===== config.mk =====
export PLATFORM = sky130hd
export DESIGN_NAME = instr_encoder
export DESIGN_NICKNAME = d
export VERILOG_FILES = /design/src/rtl/instr_encoder_pkg.sv /design/src/rtl/instr_encoder_format_pack.sv /design/src/rtl/instr_encoder.sv
export SDC_FILE = /design/constraint.sdc
export NUM_CORES = 1
export LEC_CHECK = 0
export CORE_MARGIN = 1.5
export CORE_UTILIZATION = 53
export CTS_CLUSTER_DIAMETER = 60
export CTS_CLUSTER_SIZE = 40
export DETAILED_ROUTE_END_ITERATION = 6
export PLACE_DENSITY = 0.93
export REMOVE_ABC_BUFFERS = 1
export SLEW_MARGIN = 20
export SYNTH_ARGS = -nofsm -noshare
export SYNTH_HDL_FRONTEND = slang
export SYNTH_SLANG_ARGS = --single-unit
export TNS_END_PERCENT = 50

===== constraint.sdc =====
create_clock -name clk -period 5.1 [get_ports clk]
set_input_delay 1.02 -clock clk [delete_from_list [all_inputs] [get_ports clk]]
set_output_delay 1.02 -clock clk [all_outputs]
set_load 0.03 [all_outputs]

===== src/rtl/instr_encoder_pkg.sv =====
// Encoder op set, RV32IM + Zicsr opcode/funct constants and field-packing helpers
// shared by the instruction encoder and its format packer.
package instr_encoder_pkg;

    localparam int XLEN     = 32;
    localparam int ENC_OP_W = 6;

    typedef enum logic [ENC_OP_W-1:0] {
        OP_ADD, OP_SUB, OP_SLL, OP_SLT, OP_SLTU, OP_XOR, OP_SRL, OP_SRA, OP_OR, OP_AND,
        OP_MUL, OP_MULH, OP_MULHSU, OP_MULHU, OP_DIV, OP_DIVU, OP_REM, OP_REMU,
        OP_ADDI, OP_SLTI, OP_SLTIU, OP_XORI, OP_ORI, OP_ANDI, OP_SLLI, OP_SRLI, OP_SRAI,
        OP_LB, OP_LH, OP_LW, OP_LBU, OP_LHU,
        OP_SB, OP_SH, OP_SW,
        OP_BEQ, OP_BNE, OP_BLT, OP_BGE, OP_BLTU, OP_BGEU,
        OP_LUI, OP_AUIPC, OP_JAL, OP_JALR,
        OP_CSRRW, OP_CSRRS, OP_CSRRC, OP_CSRRWI, OP_CSRRSI, OP_CSRRCI,
        OP_ECALL, OP_EBREAK, OP_MRET, OP_FENCE, OP_LI
    } enc_op_e;

    localparam logic [6:0] R_TYPE     = 7'b0110011;
    localparam logic [6:0] I_TYPE     = 7'b0010011;
    localparam logic [6:0] L_TYPE     = 7'b0000011;
    localparam logic [6:0] S_TYPE     = 7'b0100011;
    localparam logic [6:0] B_TYPE     = 7'b1100011;
    localparam logic [6:0] U_TYPE     = 7'b0110111;
    localparam logic [6:0] AUIPC_TYPE = 7'b0010111;
    localparam logic [6:0] JAL_TYPE   = 7'b1101111;
    localparam logic [6:0] JALR_TYPE  = 7'b1100111;
    localparam logic [6:0] P_TYPE     = 7'b1110011;
    localparam logic [6:0] FENCE_TYPE = 7'b0001111;

    localparam logic [6:0] F7_BASE = 7'b0000000;
    localparam logic [6:0] F7_ALT  = 7'b0100000;
    localparam logic [6:0] F7_MULDIV = 7'b0000001;

    localparam logic [31:0] INSTR_ECALL  = 32'h0000_0073;
    localparam logic [31:0] INSTR_EBREAK = 32'h0010_0073;
    localparam logic [31:0] INSTR_MRET   = 32'h3020_0073;
    localparam logic [31:0] INSTR_FENCE  = 32'h0FF0_000F;

    function automatic logic [2:0] op_funct3(input enc_op_e op);
        case (op)
            OP_SLL, OP_MULH, OP_SLLI, OP_LH, OP_SH, OP_BNE, OP_CSRRW:                  return 3'd1;
            OP_SLT, OP_MULHSU, OP_SLTI, OP_LW, OP_SW, OP_CSRRS:                        return 3'd2;
            OP_SLTU, OP_MULHU, OP_SLTIU, OP_CSRRC:                                     return 3'd3;
            OP_XOR, OP_DIV, OP_XORI, OP_LBU, OP_BLT:                                   return 3'd4;
            OP_SRL, OP_SRA, OP_DIVU, OP_SRLI, OP_SRAI, OP_LHU, OP_BGE, OP_CSRRWI:      return 3'd5;
            OP_OR, OP_REM, OP_ORI, OP_BLTU, OP_CSRRSI:                                 return 3'd6;
            OP_AND, OP_REMU, OP_ANDI, OP_BGEU, OP_CSRRCI:                              return 3'd7;
            default:                                                                   return 3'd0;
        endcase
    endfunction

    function automatic logic [6:0] op_funct7(input enc_op_e op);
        case (op)
            OP_SUB, OP_SRA, OP_SRAI:                                     return F7_ALT;
            OP_MUL, OP_MULH, OP_MULHSU, OP_MULHU,
            OP_DIV, OP_DIVU, OP_REM, OP_REMU:                            return F7_MULDIV;
            default:                                                     return F7_BASE;
        endcase
    endfunction

    function automatic logic [31:0] enc_r(input logic [6:0] f7, input logic [4:0] rs2,
                                          input logic [4:0] rs1, input logic [2:0] f3,
                                          input logic [4:0] rd, input logic [6:0] opc);
        return {f7, rs2, rs1, f3, rd, opc};
    endfunction

    function automatic logic [31:0] enc_i(input logic [11:0] imm, input logic [4:0] rs1,
                                          input logic [2:0] f3, input logic [4:0] rd,
                                          input logic [6:0] opc);
        return {imm, rs1, f3, rd, opc};
    endfunction

    function automatic logic [31:0] enc_s(input logic [11:0] imm, input logic [4:0] rs2,
                                          input logic [4:0] rs1, input logic [2:0] f3);
        return {imm[11:5], rs2, rs1, f3, imm[4:0], S_TYPE};
    endfunction

    function automatic logic [31:0] enc_b(input logic [12:1] off, input logic [4:0] rs2,
                                          input logic [4:0] rs1, input logic [2:0] f3);
        return {off[12], off[10:5], rs2, rs1, f3, off[4:1], off[11], B_TYPE};
    endfunction

    function automatic logic [31:0] enc_u(input logic [31:12] upper, input logic [4:0] rd,
                                          input logic [6:0] opc);
        return {upper, rd, opc};
    endfunction

    function automatic logic [31:0] enc_j(input logic [20:1] off, input logic [4:0] rd);
        return {off[20], off[10:1], off[11], off[19:12], rd, JAL_TYPE};
    endfunction

endpackage


===== src/rtl/instr_encoder_format_pack.sv =====
// Combinational packer: one symbolic op plus operands into a 32-bit RV32IM/Zicsr word,
// flagging immediates that do not fit the target format.
module instr_format_pack
    import instr_encoder_pkg::*;
(
    input  enc_op_e          op_i,
    input  logic [4:0]       rd_i,
    input  logic [4:0]       rs1_i,
    input  logic [4:0]       rs2_i,
    input  logic [XLEN-1:0]  imm_i,
    output logic [XLEN-1:0]  instr_o,
    output logic             err_o
);

    logic [2:0] f3;
    logic [6:0] f7;
    logic       fits12;
    logic       shamt_ok;
    logic       b_ok;
    logic       j_ok;
    logic [31:0] word;
    logic        bad;

    assign f3       = op_funct3(op_i);
    assign f7       = op_funct7(op_i);
    assign fits12   = (imm_i[31:11] == '0) || (imm_i[31:11] == '1);
    assign shamt_ok = (imm_i[31:5] == '0);
    assign b_ok     = !imm_i[0] && ((imm_i[31:12] == '0) || (imm_i[31:12] == '1));
    assign j_ok     = !imm_i[0] && ((imm_i[31:20] == '0) || (imm_i[31:20] == '1));

    always_comb begin
        word = '0;
        bad  = 1'b0;
        case (op_i)
            OP_ADD, OP_SUB, OP_SLL, OP_SLT, OP_SLTU, OP_XOR, OP_SRL, OP_SRA, OP_OR, OP_AND,
            OP_MUL, OP_MULH, OP_MULHSU, OP_MULHU, OP_DIV, OP_DIVU, OP_REM, OP_REMU: begin
                word = enc_r(f7, rs2_i, rs1_i, f3, rd_i, R_TYPE);
            end
            OP_ADDI, OP_SLTI, OP_SLTIU, OP_XORI, OP_ORI, OP_ANDI: begin
                bad  = !fits12;
                word = enc_i(imm_i[11:0], rs1_i, f3, rd_i, I_TYPE);
            end
            OP_SLLI, OP_SRLI, OP_SRAI: begin
                bad  = !shamt_ok;
                word = enc_i({f7, imm_i[4:0]}, rs1_i, f3, rd_i, I_TYPE);
            end
            OP_LB, OP_LH, OP_LW, OP_LBU, OP_LHU: begin
                bad  = !fits12;
                word = enc_i(imm_i[11:0], rs1_i, f3, rd_i, L_TYPE);
            end
            OP_JALR: begin
                bad  = !fits12;
                word = enc_i(imm_i[11:0], rs1_i, 3'd0, rd_i, JALR_TYPE);
            end
            OP_SB, OP_SH, OP_SW: begin
                bad  = !fits12;
                word = enc_s(imm_i[11:0], rs2_i, rs1_i, f3);
            end
            OP_BEQ, OP_BNE, OP_BLT, OP_BGE, OP_BLTU, OP_BGEU: begin
                bad  = !b_ok;
                word = enc_b(imm_i[12:1], rs2_i, rs1_i, f3);
            end
            OP_LUI, OP_AUIPC: begin
                bad  = (imm_i[11:0] != '0);
                word = enc_u(imm_i[31:12], rd_i, (op_i == OP_LUI) ? U_TYPE : AUIPC_TYPE);
            end
            OP_JAL: begin
                bad  = !j_ok;
                word = enc_j(imm_i[20:1], rd_i);
            end
            // CSR*I ops carry zimm in the rs1 slot, so all six share one layout.
            OP_CSRRW, OP_CSRRS, OP_CSRRC, OP_CSRRWI, OP_CSRRSI, OP_CSRRCI: begin
                bad  = (imm_i[31:12] != '0);
                word = enc_i(imm_i[11:0], rs1_i, f3, rd_i, P_TYPE);
            end
            OP_ECALL:  word = INSTR_ECALL;
            OP_EBREAK: word = INSTR_EBREAK;
            OP_MRET:   word = INSTR_MRET;
            OP_FENCE:  word = INSTR_FENCE;
            default:   bad  = 1'b1;
        endcase
    end

    assign instr_o = bad ? '0 : word;
    assign err_o   = bad;

endmodule


===== src/rtl/instr_encoder.sv =====
// Symbolic micro-op to RV32 instruction word encoder with a registered output beat
// and a two-beat LUI+ADDI expansion of the LI pseudo-op.
module instr_encoder
    import instr_encoder_pkg::*;
(
    input  logic                clk,
    input  logic                rst,
    input  logic                req_valid_i,
    output logic                req_ready_o,
    input  logic [ENC_OP_W-1:0] req_op_i,
    input  logic [4:0]          req_rd_i,
    input  logic [4:0]          req_rs1_i,
    input  logic [4:0]          req_rs2_i,
    input  logic [XLEN-1:0]     req_imm_i,
    output logic                instr_valid_o,
    input  logic                instr_ready_i,
    output logic [XLEN-1:0]     instr_o,
    output logic                instr_last_o,
    output logic                err_o,
    output logic                busy_o
);

    localparam logic [0:0] ST_IDLE  = 1'b0;
    localparam logic [0:0] ST_LI_LO = 1'b1;

    logic [0:0]      state_q, state_d;
    logic            valid_q, valid_d;
    logic [XLEN-1:0] instr_q, instr_d;
    logic            last_q, last_d;
    logic            err_q, err_d;
    logic [4:0]      li_rd_q, li_rd_d;
    logic [11:0]     li_lo_q, li_lo_d;

    enc_op_e         req_op;
    enc_op_e         pk_op;
    logic [4:0]      pk_rd, pk_rs1, pk_rs2;
    logic [XLEN-1:0] pk_imm;
    logic [XLEN-1:0] pk_instr;
    logic            pk_err;

    logic            accept, retire;
    logic            li_fits, li_two_beat;
    logic [31:12]    li_hi;

    assign req_op      = enc_op_e'(req_op_i);
    assign req_ready_o = (state_q == ST_IDLE) && (!valid_q || instr_ready_i);
    assign accept      = req_valid_i && req_ready_o;
    assign retire      = valid_q && instr_ready_i;

    // Upper part is rounded so the sign-extended low 12 bits of ADDI land on imm.
    assign li_fits     = (req_imm_i[31:11] == '0) || (req_imm_i[31:11] == '1);
    assign li_hi       = req_imm_i[31:12] + {19'd0, req_imm_i[11]};
    assign li_two_beat = (req_op == OP_LI) && !li_fits && (req_imm_i[11:0] != '0);

    always_comb begin
        pk_op  = req_op;
        pk_rd  = req_rd_i;
        pk_rs1 = req_rs1_i;
        pk_rs2 = req_rs2_i;
        pk_imm = req_imm_i;
        if (state_q == ST_LI_LO) begin
            pk_op  = OP_ADDI;
            pk_rd  = li_rd_q;
            pk_rs1 = li_rd_q;
            pk_rs2 = '0;
            pk_imm = {{20{li_lo_q[11]}}, li_lo_q};
        end else if (req_op == OP_LI) begin
            pk_rs1 = '0;
            pk_rs2 = '0;
            if (li_fits) begin
                pk_op = OP_ADDI;
            end else begin
                pk_op  = OP_LUI;
                pk_imm = {li_hi, 12'h000};
            end
        end
    end

    instr_format_pack u_pack (
        .op_i    (pk_op),
        .rd_i    (pk_rd),
        .rs1_i   (pk_rs1),
        .rs2_i   (pk_rs2),
        .imm_i   (pk_imm),
        .instr_o (pk_instr),
        .err_o   (pk_err)
    );

    always_comb begin
        state_d = state_q;
        valid_d = valid_q;
        instr_d = instr_q;
        last_d  = last_q;
        err_d   = err_q;
        li_rd_d = li_rd_q;
        li_lo_d = li_lo_q;
        if (state_q == ST_LI_LO) begin
            if (retire) begin
                valid_d = 1'b1;
                instr_d = pk_instr;
                err_d   = pk_err;
                last_d  = 1'b1;
                state_d = ST_IDLE;
            end
        end else if (accept) begin
            valid_d = 1'b1;
            instr_d = pk_instr;
            err_d   = pk_err;
            last_d  = pk_err || !li_two_beat;
            if (li_two_beat && !pk_err) begin
                state_d = ST_LI_LO;
                li_rd_d = req_rd_i;
                li_lo_d = req_imm_i[11:0];
            end
        end else if (retire) begin
            valid_d = 1'b0;
        end
    end

    always_ff @(posedge clk or posedge rst) begin
        if (rst) begin
            state_q <= ST_IDLE;
            valid_q <= 1'b0;
            instr_q <= '0;
            last_q  <= 1'b0;
            err_q   <= 1'b0;
            li_rd_q <= '0;
            li_lo_q <= '0;
        end else begin
            state_q <= state_d;
            valid_q <= valid_d;
            instr_q <= instr_d;
            last_q  <= last_d;
            err_q   <= err_d;
            li_rd_q <= li_rd_d;
            li_lo_q <= li_lo_d;
        end
    end

    assign instr_valid_o = valid_q;
    assign instr_o       = instr_q;
    assign instr_last_o  = last_q;
    assign err_o         = err_q;
    assign busy_o        = (state_q != ST_IDLE) || valid_q;

endmodule


== Word level (Yosys, flattened, before mapping) ==
Memory sizes are Yosys's and may differ from the RTL's.
Cells that the tools add are included.
Operators by class
  $add $sub $neg: 1
  eq/ne operators: 60
  multiplexer cells: 32
  bitwise gates (word level): 1
  reductions and logical operators: 48
Operator list (count)
  $pmux 32 s14: 1
  $mux 32: 7
  $eq 6x6->1 const B: 24
  $eq 6x5->1 const B: 16
  $eq 6x4->1 const B: 8
  $eq 21x21->1 const B: 2
  $logic_not 21->1: 2
  $logic_not 27->1: 1
  $mux 5: 5
  $eq 6x3->1 const B: 4
  $mux 6: 4
  $reduce_bool 12->1: 2
  $reduce_or 22->1: 1
  $add 20x1->20: 1
  $eq 20x20->1 const B: 1
  $logic_not 20->1: 1
  $reduce_bool 20->1: 1
  $reduce_or 18->1: 1
  $reduce_or 6->1: 3
  $reduce_or 15->1: 1
  $mux 1: 13
  $eq 12x12->1 const B: 1
  $eq 6x2->1 const B: 2
  $logic_not 12->1: 1
  other kinds (15): 39
Storage, ports and cells
  register bits: 53
  memory bits (read-only): 256
  input bits: 57
  output and inout port bits: 37
  word-level logic and storage cells: 151
  memories kept: 2
Memory list
  (name not given): depth 64, bits a word 3, rd ports 1, clocked after memory_dff 0, write ports 0, RTL line instr_encoder_pkg.sv:42  | case (op)
  (name not given): depth 32, bits a word 2, rd ports 1, clocked after memory_dff 0, write ports 0, RTL line instr_encoder_pkg.sv:55  | case (op)

== Logic depth before layout (Yosys ltp) ==
Gate-level depths: netlist of the first run.
  depth after elaboration: 15
  mapped depth: 21

== Cells and area by module ==
From an unflattened synthesis of the first run, not the netlist that was laid out.
Unflattened totals
  cells, all modules: 570
  area total of the unflattened synthesis: 4863.4 sq um
Modules (own cells, without submodules)
  instr_encoder: instances 1, cells each 309, area each 3165.5 sq um, sequential area each 1326.3 sq um
  instr_format_pack: instances 1, cells each 261, area each 1697.9 sq um, sequential area each 0.0 sq um

== Worst setup path before layout of the first run ==
No wires, ideal clock.
  path kind: input-to-reg
  from: in req_imm_i[11]
  to: reg li_lo_q[0]
  setup time: 0.125 ns
  data arrival time: 5.362 ns
  data required time: 4.975 ns
  path slack: -0.388 ns
  stages: 20
  buffers on the path: 3
  path through: ha_1 and4_1 and3_4 a2bb2o_4 buf_2 a21oi_1 and2_1 inv_1 ha_1 clkbuf_1 nor3_1 o21ai_0 o211ai_1 a21boi_0 or3b_2 a31oi_1 o211ai_2 nand4_4 buf_6 mux2_4
Between the ends
  cells in the longest elaborated chain, start to end: 13
  elaborated cells on any way between the ends: 98
  classes of those cells: 1 x add/sub; 58 x eq/ne; 7 x mux; 32 x reduce/logical
Ends and longest elaborated chain
  from (decl): RTL line instr_encoder.sv:14  | input logic [XLEN-1:0] req_imm_i,
  parallel branches: the longest is 11 deep, another holds $add 20x1->20
  $logic_and 1x1->1 *: RTL line instr_encoder.sv:110  | if (li_two_beat && !pk_err) begin
  $reduce_and 3->1 (no line) *
  to (signal assigned): RTL line instr_encoder.sv:136  | li_lo_q <= li_lo_d;
  to (decl): RTL line instr_encoder.sv:32  | logic [11:0] li_lo_q, li_lo_d;
Every way passes the cells marked *.
A chain may end at the register's enable or synchronous reset.

== Final worst setup path of the first run ==
  from: in req_imm_i[25]
  to: reg instr_q[20] (netlist: instr_o[20])
Between the ends
  cells in the longest elaborated chain, start to end: 13
  elaborated cells on any way between the ends: 100
  classes of those cells: 1 x add/sub; 58 x eq/ne; 12 x mux; 29 x reduce/logical
Ends and longest elaborated chain
  parallel branches: the longest is 10 deep, another holds $add 20x1->20
  $mux 32 *: RTL line instr_encoder_format_pack.sv:84  | assign instr_o = bad ? '0 : word;
  $mux 32, on equally long branches: RTL line instr_encoder.sv:105, instr_encoder.sv:98
  $mux 32 *: RTL line instr_encoder.sv:97  | if (state_q == ST_LI_LO) begin
  to (signal assigned): RTL line instr_encoder.sv:132  | instr_q <= instr_d;
  to (decl): RTL line instr_encoder.sv:28  | logic [XLEN-1:0] instr_q, instr_d;
Every way passes the cells marked *. The select of a mux whose other input is x is not followed.

==> flow_metrics.env, run 1 <==
export IMPL_status="finished with violations"
export IMPL_failed_checks="design-rule violations"
export IMPL_wl_per_cell_um=20.55
export IMPL_slew_headroom_pct=40.60
export IMPL_nets=821
export IMPL_drt_iter0_markers=897
export IMPL_fin_crit_sh_pct=97.69
export IMPL_core_um2=8341
export IMPL_crit_path_frequent_cell="buf_4"
export IMPL_crit_path_top_delay_cell="clkdlybuf4s50_1"
export IMPL_dpl_hpwl_um=12850
export IMPL_die_area_um2=9305
export IMPL_path_class="input pin to flip-flop"
export IMPL_fin_setup_tns_ns=0
export IMPL_grt_max_degree=68
export IMPL_slew_violations=0
export IMPL_area_growth_pct=39.86
export IMPL_period_minus_slack_ns=4.982
export IMPL_io_buffers=93
export IMPL_io_pins=94
export IMPL_min_path_type="flip-flop to flip-flop"
export IMPL_crit_buf_inv=4
export IMPL_cts_hold_buffers=0
export IMPL_place_inst=849
export IMPL_clock_latency_ns=0.31
export IMPL_rr_worst_depth=17
export IMPL_clockBufferDepth=2
export IMPL_tightest_slew_ns=0.8900
export IMPL_yosysWarnings=0
export IMPL_setup_viol=0
export IMPL_netlist_area_um2=4629
export IMPL_grt_pass1_vias=5623
export IMPL_fin_hold_ws_ns=0.4876
export IMPL_initial_core_util_pct=55.51
export IMPL_startpoint="req_imm_i[25]"
export IMPL_htreeDepth=2
export IMPL_vias_per_cell=6.903
export IMPL_max_stage_delay_ns=0.47
export IMPL_ys_types=72
export IMPL_p_per_area_nw_per_um2=200.3
export IMPL_ys_flop_type="dfrtp_1"
export IMPL_r2r_end="li_rd_q[0]$_DFFE_PP0P_"
export IMPL_stdcell_count=858
export IMPL_die_h_um=96.46
export IMPL_crit_required_ns=5.28
export IMPL_fmax_ghz=0.2007
export IMPL_worstReg2RegStart="state_q$_DFF_PP0_"
export IMPL_final_cell_area_um2=6475
export IMPL_setup_ws_ns=0.1177
export IMPL_async_flop_share_pct=100.0
export IMPL_top_layer_used="met4"
export IMPL_met1_length_um=6218
export IMPL_wl_met3_um=2066
export IMPL_placed_area_um2=6257
export IMPL_grt_util_all_layers_pct=36.52
export IMPL_via_count=5923
export IMPL_clkSinkCount=52
export IMPL_min_path_cells=2
export IMPL_place_gp_congestion=1.169
export IMPL_synth_seq_area_share_pct=28.11
export IMPL_numCtsBuffers=5
export IMPL_crit_end="instr_o[20]$_DFFE_PP0P_"
export IMPL_drc_errors=36
export IMPL_die_width_um=96.46
export IMPL_wl_um=17630
export IMPL_pre_cts_ws_ns=-0.2882
export IMPL_gr_total_overflow=0
export IMPL_leakage_uw=0.002808
export IMPL_grt_first_pass_wirelength_um=26570
export IMPL_critPathLaunchType="input pin"
export IMPL_cts_root_buf="clkbuf_8"
export IMPL_r2r_slack_ns=1.29
export IMPL_synth_edff_count=0
export IMPL_synth_cells=594
export IMPL_critPathArrivalTime_ns=5.16
export IMPL_path_depth=20
export IMPL_synth_seq_cells=52
export IMPL_layout_drive_gt1_share_pct=21.12
export IMPL_crit_chain="clkdlybuf4s50_1 > nor4_2 > nand3_1 > a2bb2oi_2 > o21ai_1 > a21oi_2 > buf_4 > ha_2 > nor2_2 > buf_4 > nor2_1 > mux2i_1 > a2bb2oi_1 > a31oi_1 > and2_1 > or2_2 > inv_1 > a21boi_1 > a221oi_1 > o21ai_0"
export IMPL_met2WireLength_um=8136
export IMPL_skew_ns=0.009027
export IMPL_crit_family="compound AO/OA/AOI/OAI gates"
export IMPL_multi_input_area_um2=3199
export IMPL_cts_tree="built"
export IMPL_cp_max_fo=5
export IMPL_cap_viol_max_count=0
export IMPL_clkTransAtPathRegs_ns=0.09
export IMPL_postRouteAntennaNets=0
export IMPL_ff_latch_area_um2=1303
export IMPL_crit_path_end_kind="flip-flop"
export IMPL_nFillCells=543
export IMPL_first_pass_iters=7
export IMPL_syn_avg_cell_area_um2=7.794
export IMPL_ir_worst_vdd_v=0.0001769
export IMPL_hold_viol=0
export IMPL_grt_antenna_before_repair=0
export IMPL_num_antenna_cells=0
export IMPL_rows=33
==> cell usage in the layout (no fill, tap or decap), types with 7 or more instances in the layout <==
cell             instances
a21oi_1                 32
a221oi_1                11
a22o_1                   7
a22oi_1                  7
a31oi_1                 11
and3_1                   7
buf_4                   90
clkbuf_8                 7
clkdlybuf4s50_1         93
dfrtp_1                 51
ha_1                     9
inv_1                   16
mux2_2                  14
mux2_4                   8
nand2_1                 99
nand3_1                 23
nand4_1                 10
nor2_1                  29
nor3_1                  17
nor4_1                  12
o21ai_0                 66
or3_1                    7
==> worst min path at each step <==
stage / from / to / slack (ns)
6_report: instr_o[19]$_DFFE_PP0P_ / instr_o[19]$_DFFE_PP0P_ / 0.49
5_1_grt: instr_o[21]$_DFFE_PP0P_ / instr_o[21]$_DFFE_PP0P_ / 0.52
4_1_cts: instr_o[19]$_DFFE_PP0P_ / instr_o[19]$_DFFE_PP0P_ / 0.49
3_5_place_dp: instr_o[19]$_DFFE_PP0P_ / instr_o[19]$_DFFE_PP0P_ / 0.47
3_3_place_gp: instr_o[26]$_DFFE_PP0P_ / instr_o[26]$_DFFE_PP0P_ / 0.46
2_1_floorplan: li_lo_q[0]$_DFFE_PP0P_ / li_lo_q[0]$_DFFE_PP0P_ / 0.48
==> synth_stat cells (12+ instances only) <==
cell | n | share of area, %
inv_1 | 18 | 1.5
nor3_1 | 18 | 1.9
nor2_1 | 32 | 2.6
nand3_1 | 25 | 2.7
mux2_2 | 14 | 3.4
a21oi_1 | 34 | 3.7
nand2_1 | 99 | 8.0
dfrtp_1 | 52 | 28
o21ai_0 | 69 | 7.5
nor4_1 | 15 | 2.0
clkbuf_1 | 26 | 2.1
ha_1 | 12 | 3.2
==> cells by family after synthesis <==
| kind of cell | Yosys count | synth area share, % |
|---|---|---|
| AND/OR/NAND/NOR | 250 | 27.54 |
| AO/OA/AOI/OAI | 193 | 27.76 |
| buffers and inverters | 52 | 4.811 |
| flip-flops | 52 | 28.11 |
| multiplexers | 25 | 6.649 |
| adder cells (fa/ha/maj) | 12 | 3.243 |
| XOR/XNOR | 10 | 1.892 |
==> metrics by stage <==
| stage | total power [µW] | util, % |
|---|---|---|
| 2_1_floorplan | 719.6 | - |
| 3_3_place_gp | 940.5 | 74.93 |
| 3_5_place_dp | 961.7 | 75.02 |
| 4_1_cts | 1265 | 76.54 |
| 5_1_grt | 1339 | 77.63 |
| 6_report | 1297 | 77.63 |
==> registers in the layout, indices dropped and copies added, names as in the netlist <==
signal,count
instr_last_o,1
state_q,1
instr_o,31
li_rd_q,5
err_o,1
li_lo_q,12
instr_valid_o,1
==> what timing repair did <==
action,4_1_cts,5_1_grt
setup buffers,0,1
gates resized for setup,0,22
setup endpoints to repair,0,50
==> report_power, final <==
| part | leakage (µW) | internal, µW | switching (µW) | total (µW) |
|---|---|---|---|---|
| combinational | 0.00204 | 224 | 287 | 511 |
| sequential | 0.000702 | 448 | 25.2 | 474 |
| clock | 0.0000645 | 173 | 139 | 313 |
| total | 0.00281 | 846 | 451 | 1300 |
==> final cells by class <==
class                   count  share of cell area [%]
clock buffers               7                   1.488
clock inverters             1                  0.4638
inverters                  18                   1.063
multi-input cells         490                   49.41
flip-flops and latches     52                   20.12
well taps                 105                   2.029
repair buffers            185                   25.43
==> per-layer routing <==
| layer | track usage (%) | up-vias |
|---|---|---|
| li1 | - | 2547 |
| met1 | 41.65 | 2661 |
| met2 | 62.00 | 563 |
| met3 | 7.042 | 152 |
| met4 | 23.79 | 0 |
| met5 | 0 | - |
==> tightest hold or removal path, delay by kind of cell (launching register included) <==
family | cells | cell delay [ns]
and+or+nand+nor | 1 | 0.04
AOI/OAI and AO/OA | 1 | 0.06
DFF | 1 | 0.35
No activity file was read; power rests on OpenSTA's default activity.
==> run 2: changes to the inputs <==
Settings changed: TNS_END_PERCENT 50 to 5.
==> run 2 against run 1 <==
  * The run still ends with design-rule violations left
  * Clock power hardly changed
  * Design area shrank 0.12%
  * Sequential share of layout area about the same
  * Core utilization is 0.090 points lower
  * Critical path depth stayed put
  * Hold slack about the same
  * Combinational power is 0.8% lower
  * Non-clock buffer count is 1 lower
  * Global-route usage did not move
  * Fmax increased by 0.14%
  * Count of clock-buffer cells in the layout unchanged
  * Cell count fell by 0.12%
==> flow_metrics.env, run 2 (synthesis results as in run 1) <==
export IMPL_status="finished with violations"
export IMPL_failed_checks="design-rule violations"
export IMPL_nFillCells=541
export IMPL_final_common_cell="nand2_1"
export IMPL_cts_hold_buffers=0
export IMPL_critPathLaunchType="input pin"
export IMPL_crit_required_ns=5.28
export IMPL_whs_endpoint="instr_o[19]$_DFFE_PP0P_"
export IMPL_crit_chain="clkdlybuf4s50_1 > nor4_2 > nand3_1 > a2bb2oi_2 > o21ai_1 > a21oi_2 > buf_4 > ha_2 > nor2_2 > buf_4 > nor2_1 > mux2i_1 > a2bb2oi_1 > a31oi_1 > and2_1 > or2_2 > inv_1 > a21boi_1 > a221oi_1 > o21ai_0"
export IMPL_clkSinkCount=52
export IMPL_fmax_ghz=0.2010
export IMPL_fin_crit_sh_pct=97.56
export IMPL_multi_input_area_um2=3199
export IMPL_tightest_slew_ns=0.8846
export IMPL_grt_antenna_before_repair=0
export IMPL_rr_worst_depth=17
export IMPL_die_h_um=96.46
export IMPL_wl_um=17350
export IMPL_drc_errors=19
export IMPL_power_frac_comb_pct=39.3
export IMPL_dpl_hpwl_um=12850
export IMPL_cts_root_buf="clkbuf_8"
export IMPL_power_share_sequential_pct=36.7
export IMPL_core_um2=8341
export IMPL_p_per_area_nw_per_um2=199.7
export IMPL_layout_drive_gt1_share_pct=21.01
export IMPL_grt_first_pass_wirelength_um=26570
export IMPL_cts_resized=0
export IMPL_p_clk_share_pct=24.1
export IMPL_postLayoutCoreUtil_pct=77.54
export IMPL_io_buffers=93
export IMPL_clock_latency_ns=0.31
export IMPL_rows=33
export IMPL_gr_total_overflow=0
export IMPL_r2r_end="li_rd_q[0]$_DFFE_PP0P_"
export IMPL_cts_tree="built"
export IMPL_ff_latch_area_um2=1303
export IMPL_io_pins=94
export IMPL_power_switching_uw=446.5
export IMPL_p_int_uw=845.0
export IMPL_skew_ns=0.01054
export IMPL_initial_core_util_pct=55.51
export IMPL_met2WireLength_um=8067
export IMPL_cap_viol_max_count=0
export IMPL_largest_reg_flops=31
export IMPL_worstReg2RegStart="state_q$_DFF_PP0_"
export IMPL_hold_viol=0
export IMPL_numCtsBuffers=5
export IMPL_slew_headroom_pct=40.96
export IMPL_postRouteAntennaNets=0
export IMPL_grt_pass1_vias=5623
export IMPL_clockBufferDepth=2
export IMPL_leakage_uw=0.002803
export IMPL_die_area_um2=9305
export IMPL_wl_met3_um=2112
export IMPL_power_share_switching_pct=34.57
export IMPL_top_layer_used="met4"
export IMPL_grt_max_degree=68
export IMPL_critPathArrivalTime_ns=5.15
export IMPL_wl_per_cell_um=20.24
export IMPL_rsz0062_at_grt="true"
export IMPL_cts_setup_buffers=0
export IMPL_place_gp_congestion=1.169
export IMPL_crit_path_end_kind="flip-flop"
export IMPL_cp_max_fo=5
export IMPL_grt_util_all_layers_pct=36.52
export IMPL_crit_path_top_delay_cell="clkdlybuf4s50_1"
export IMPL_nets=820
export IMPL_drt_iter0_markers=923
export IMPL_die_width_um=96.46
export IMPL_via_count=5922
export IMPL_min_path_cells=2
export IMPL_first_pass_iters=7
export IMPL_fin_setup_tns_ns=0
export IMPL_period_minus_slack_ns=4.975
export IMPL_num_antenna_cells=0
export IMPL_htreeDepth=2
export IMPL_path_class="input pin to flip-flop"
export IMPL_min_path_type="flip-flop to flip-flop"
export IMPL_max_stage_delay_ns=0.47
export IMPL_area_growth_pct=39.70
export IMPL_ir_worst_vdd_v=0.0001353
export IMPL_setup_viol=0
export IMPL_r2r_slack_ns=1.26
export IMPL_clkTransAtPathRegs_ns=0.09
export IMPL_slew_violations=0
export IMPL_vias_per_cell=6.910
export IMPL_crit_path_frequent_cell="buf_4"
export IMPL_layout_common_cells="nand2_1, clkdlybuf4s50_1, buf_4, o21ai_0, dfrtp_1"
export IMPL_hp_start="instr_o[19]$_DFFE_PP0P_"
export IMPL_met1_length_um=6015
run 2: cell types whose count changed in the layout (fill, tap and decap cells not counted), sizes merged:
cell and change:
buf -1
run 2: worst max-delay path by stage:
stage | slack, ns | end | from
2_1_floorplan | -0.37 | instr_o[2]$_DFFE_PP0P_ | req_imm_i[11]
3_3_place_gp | -0.09 | instr_o[23]$_DFFE_PP0P_ | req_imm_i[25]
3_5_place_dp | -0.29 | li_rd_q[2]$_DFFE_PP0P_ | req_imm_i[11]
4_1_cts | 0.04 | li_rd_q[2]$_DFFE_PP0P_ | req_imm_i[11]
5_1_grt | -0.04 | li_rd_q[4]$_DFFE_PP0P_ | req_imm_i[11]
6_report | 0.12 | instr_o[20]$_DFFE_PP0P_ | req_imm_i[25]
run 2: power groups by stage:
stage               combinational, µW  sequential (µW)  clock [µW]
finish                            507              474         311
CTS                               485              473         307
global route                      534              477         325
floorplan                         184              535           0
detailed placement                481              481           0
global placement                  463              478           0
run 2: per-layer routing:
metal	GRT usage [%]	up-vias
met1	41.65	2689
li1	-	2553
met3	7.042	149
met2	62.00	531
met5	0	-
met4	23.79	0
run 2: stage by stage:
stage | instance area [µm²] | std cells | hold slack, ns | worst slack (ns) | total power, µW
6_report | 6467 | 857 | 0.4881 | 0.1246 | 1291
5_1_grt | 6467 | 857 | 0.5163 | -0.03664 | 1336
3_5_place_dp | 6257 | 849 | 0.4694 | -0.2882 | 961.7
3_3_place_gp | 6250 | 849 | 0.4616 | -0.08617 | 940.5
2_1_floorplan | 4474 | 560 | 0.4813 | -0.3658 | 719.6
4_1_cts | 6384 | 857 | 0.4890 | 0.03522 | 1265
run 2: final cells by class:
type                            count  share of cell area [%]
Clock buffer                        7                   1.490
Clock inverter                      1                  0.4643
Inverter                           18                   1.064
Multi-Input combinational cell    490                   49.47
Sequential cell                    52                   20.14
Tap cell                          105                   2.031
Timing Repair Buffer              184                   25.34
run 2: worst max-delay path: cells and delay by family:
family	cells	cell delay, ns
adder cells (fa/ha/maj)	1	0.22
multiplexers	1	0.15
AND/OR/NAND/NOR	6	1.40
AO/OA/AOI/OAI	8	1.50
buffers and inverters	4	0.86
